--- config.mk ---
export PLATFORM = sky130hd
export DESIGN_NAME = serial_sub
export DESIGN_NICKNAME = d
export VERILOG_FILES = /design/src/rtl/serial_sub.sv
export SDC_FILE = /design/constraint.sdc
export NUM_CORES = 1
export LEC_CHECK = 0
export ABC_AREA = 0
export BUFFER_PORTS_ARGS = -buffer_cell sky130_fd_sc_hd__buf_2
export CELL_PAD_IN_SITES_DETAIL_PLACEMENT = 1
export CELL_PAD_IN_SITES_GLOBAL_PLACEMENT = 2
export CORE_AREA = 2 2 62 64
export CTS_CLUSTER_DIAMETER = 40
export DETAILED_ROUTE_END_ITERATION = 12
export DIE_AREA = 0 0 64 66
export PLACE_DENSITY = 0.63
export SETUP_SLACK_MARGIN = 0.02
export SYNTH_ARGS = -nofsm -noshare
export SYNTH_HDL_FRONTEND = slang
export SYNTH_SLANG_ARGS = --single-unit
--- constraint.sdc ---
create_clock -name clk -period 2.1 [get_ports clk]
set_clock_uncertainty 0.2 [all_clocks]
set_input_delay 0.105 -clock clk [delete_from_list [all_inputs] [get_ports clk]]
set_output_delay 0.105 -clock clk [all_outputs]
set_load 0.01 [all_outputs]
--- src/rtl/serial_sub.sv ---
// Bit-serial subtractor: d = a - b - bi computed LSB first over WIDTH cycles
// with a single borrow flop, behind a start/busy/done handshake.
module serial_sub #(
  parameter int WIDTH = 4
) (
  input  logic             clk,
  input  logic             rst_n,
  input  logic             start,
  input  logic [WIDTH-1:0] a,
  input  logic [WIDTH-1:0] b,
  input  logic             bi,
  output logic             busy,
  output logic             done,
  output logic [WIDTH-1:0] d,
  output logic             bo
);

  localparam int CW = $clog2(WIDTH);

  typedef enum logic [1:0] {IDLE, SHIFT, DONE} state_t;

  state_t          state, state_next;
  logic [WIDTH-1:0] ar_q;   // minuend in, difference bits shifted in from the MSB side
  logic [WIDTH-1:0] b_q;
  logic            br_q;
  logic [CW-1:0]   cnt_q;
  logic            load, step, last;
  logic            d_bit, br_next;

  assign last    = (cnt_q == CW'(WIDTH - 1));
  assign d_bit   = ar_q[0] ^ b_q[0] ^ br_q;
  assign br_next = (~ar_q[0] & b_q[0]) | (~(ar_q[0] ^ b_q[0]) & br_q);

  assign busy = (state == SHIFT);
  assign done = (state == DONE);

  // NOTE: sequential state uses <= so every flop samples pre-edge values.
  always_ff @(posedge clk or negedge rst_n) begin
    if (!rst_n) state <= IDLE;
    else        state <= state_next;
  end

  // NOTE: every output of this block gets a default first, so no latch is inferred.
  always_comb begin
    state_next = state;
    load       = 1'b0;
    step       = 1'b0;
    case (state)
      IDLE: begin
        if (start) begin
          load       = 1'b1;
          state_next = SHIFT;
        end
      end
      SHIFT: begin
        step = 1'b1;
        if (last) state_next = DONE;
      end
      DONE: begin
        if (start) begin
          load       = 1'b1;
          state_next = SHIFT;
        end else begin
          state_next = IDLE;
        end
      end
      default: state_next = IDLE;
    endcase
  end

  // d/bo are written only on the last shift, so they hold through the next operation.
  always_ff @(posedge clk or negedge rst_n) begin
    if (!rst_n) begin
      ar_q  <= '0;
      b_q   <= '0;
      br_q  <= 1'b0;
      cnt_q <= '0;
      d     <= '0;
      bo    <= 1'b0;
    end else if (load) begin
      ar_q  <= a;
      b_q   <= b;
      br_q  <= bi;
      cnt_q <= '0;
    end else if (step) begin
      ar_q  <= {d_bit, ar_q[WIDTH-1:1]};
      b_q   <= b_q >> 1;
      br_q  <= br_next;
      cnt_q <= cnt_q + CW'(1);
      if (last) begin
        d  <= {d_bit, ar_q[WIDTH-1:1]};
        bo <= br_next;
      end
    end
  end

endmodule

==> results by group <==
Global routing
  • GRT Total Usage: 0.105
  • Number of global-route vias before repair: just over 700
  • Largest net degree at the start of global routing: 19
  • GR Overflow Total: 0
  • First-pass GRT wire length: approximately 3400 um
  • Initial antenna violation count: 0

Synth
  • Post-synth cell types: 23
  • Largest cells by area after synthesis: dfrtp_1 52%, buf_6 5.2%, mux2_2 5.2%
  • Synth top area share: 0.519
  • YS warnings: 0
  • Synth top cells by count: 18 x dfrtp_1, 8 x nor2_1, 5 x nor3_1, 5 x o22ai_1
  • Post-synth EDFFs: 0
  • Syn Area/Cell: 11.6 um^2
  • Net Count, Synth: between 80 and 90
  • Async SR Flop Fraction: 1.00
  • FF+latch count, synth: 18
  • Synth Instances: 75
  • Post-Syn Area: between 800 and 900 um^2
  • Post-synth top area cell: dfrtp_1
  • Seq/Total Area, Yosys: 0.519
  • Top FF cell, synth: dfrtp_1
  • Top-count cell post-synth: dfrtp_1

Drt
  • Initial DRC count: 5
  • DR pass1 iterations: 2
  • Vias: ~670
  • Routed len/inst: about 13 um
  • Wirelength, routed: roughly 1900 um
  • Final ANT Viol Nets: 0
  • Via density: about 4.5
  • DRC viols: 0

CTS
  • Clk buf depth: 2
  • H-Tree Depth: 1
  • Cts repair resizes: 0
  • Clock Tree Root: clkbuf_4
  • Sink Count: 18
  • CTS tree: yes
  • Worst-skew pair later-pin latency: around 0.3 ns
  • CTS Buf Count: 3
  • Clock slew at reported path FFs: 0.11 ns

Critical path
  • Reg2reg start: state[0]
  • Setup crit start kind: flop
  • Origin of the worst setup path: state[0]
  • Crit path max-delay family: flip-flops
  • Worst Path Buf+Inv: 2
  • Setup Crit Path Kind: flop to output pin
  • Critical-path cell list: nand2b_1 > inv_8 > buf_2
  • Crit path max fanout: 13
  • WP data required: ~1.8 ns
  • CP Data Arrival Time: between 1.5 and 2 ns
  • Crit end category: output pin
  • CP max stage delay: 0.64 ns
  • CP max-delay cell: dfrtp_1

Pwr
  • Pwr dens: 1430 mW/mm^2
  • Pleak: slightly above 0.5 nW
  • Power, Total: 0.00159 W
  • VDD IR max: approximately 500 uV

STA
  • Max_slew headroom: 0.680
  • Final-report hold violation count: 0
  • Worst slew pin tran: between 0.4 and 0.5 ns
  • Final period utilization: 0.917
  • Setup ws final: 0.174 ns
  • Final Critical Period: ~1.9 ns
  • Final Setup Violations: 0
  • Setup TNS: 0 ns
  • Max-slew violations: 0
  • RSZ-0062 raised after global routing: no
  • Fmax: 519 MHz

Floorplan
  • Ports: 19
  • Full die area: ~0.0042 mm^2
  • Die width: 64 um
  • Starting Density: 0.244
  • Core area: roughly 0.0036 mm^2
  • DIE HEIGHT: 66 um
  • Std-Cell Rows: 22

Final layout
  • Nets@finish: 118
  • Final Util: 0.312
  • Synth-to-Final Area Change: 27.8%
  • Fill cell count: ~410
  • Share of cells above drive strength 1: 0.282
  • Inserted Diodes: 0

Status
  • Status: completed

Placed design
  • Setup WS pre-CTS: 0.393 ns
  • Routability congestion estimate: roughly 0.71
  • Port buffer count: 18
  • Hpwl dp: 1370 um

Job
  • Max Cap Viol: 0

Min path
  • HP Start: start
  • Type of the tightest min-delay check: input pin to flop
-- metal layers --
layer	wire length [um]	global-route usage	vias to the layer above
met5	0	0	-
met4	0	0.0163	0
met3	83	0.0358	0
met2	904	0.164	16
met1	934	0.144	337
li1	-	-	319
-- cells in the final DEF (no fill, tap or decap) --
master | Yosys | layout
inv_8 | 1 | 1
fa_1 | 1 | 1
dfrtp_1 | 18 | 18
nor3_1 | 5 | 5
a21oi_1 | 4 | 4
nand2_1 | 1 | 1
buf_2 | 0 | 18
o22ai_1 | 5 | 5
nor2_1 | 8 | 8
a22o_1 | 2 | 2
nand2b_1 | 1 | 1
o21ai_0 | 3 | 3
mux2_2 | 4 | 4
nor2b_1 | 4 | 4
inv_1 | 3 | 3
nand3b_4 | 1 | 1
dlygate4sd3_1 | 0 | 10
mux2_1 | 1 | 1
or2b_4 | 1 | 1
and2b_1 | 1 | 1
nand3_1 | 1 | 1
clkbuf_4 | 0 | 3
ha_1 | 1 | 1
clkbuf_8 | 0 | 1
a211oi_1 | 3 | 3
mux2i_1 | 2 | 2
-- what timing repair did --
action	CTS	global route
hold buffers	10	0
hold endpoints to repair	27	0
buffers inserted	0	0
-- final timing paths --
| kind | endpoint | slack [ns] | cells past startpoint |
|---|---|---|---|
| min in group asynchronous | d[2] | 0.05 | 2 |
| worst min register to register | bo | 0.29 | 2 |
| worst max register to register | b_q[3] | 0.39 | 4 |
| worst max-delay path | busy | 0.17 | 3 |
| worst min-delay path | b_q[0] | 0.02 | 3 |
| max in group asynchronous | d[0] | 1.36 | 2 |
-- layout make-up --
| type | instances | area (um^2) | share of cell area |
|---|---|---|---|
| clock buffer | 4 | 36.3 | 0.0327 |
| inverter | 4 | 22.5 | 0.0203 |
| multi-input combinational | 49 | 349 | 0.315 |
| sequential | 18 | 450 | 0.406 |
| tap | 48 | 60.1 | 0.0542 |
| timing repair buffer | 28 | 190 | 0.172 |
-- power by group --
part | switching [W] | leakage, nW | internal (W)
Sequential | 0.000156 | 0.214 | 0.000519
Combinational | 0.000349 | 0.273 | 0.000343
Clock | 0.000115 | 0.0210 | 0.000106
-- per-stage QoR --
step	hold slack, ns	area [um^2]	cells
after floorplan	-0.391	867	75
final	0.0171	1110	151
after CTS	0.0223	1110	151
after global routing	0.0221	1110	151
after global placement	-0.143	972	137
after detailed placement	-0.127	972	137
-- worst min-delay path, stage by stage --
cell and delay, ns:
buf_2 0.17, a211oi_1 0.10, a21oi_1 0.10
-- state kept, by name (all words and copies together), names as in the netlist --
| name | count |
|---|---|
| ar_q | 4 |
| b_q | 4 |
| bo | 1 |
| br_q | 1 |
| cnt_q | 2 |
| d | 4 |
| state | 2 |
-- kinds of logic after synthesis --
logic type                 synth area share
and+or+nand+nor                       0.154
DFF                                   0.519
buffers and inverters                0.0779
adders and majority gates            0.0375
AOI/OAI and AO/OA                     0.123
muxes                                0.0880
Note: power is estimated with default switching activity, not from simulation.
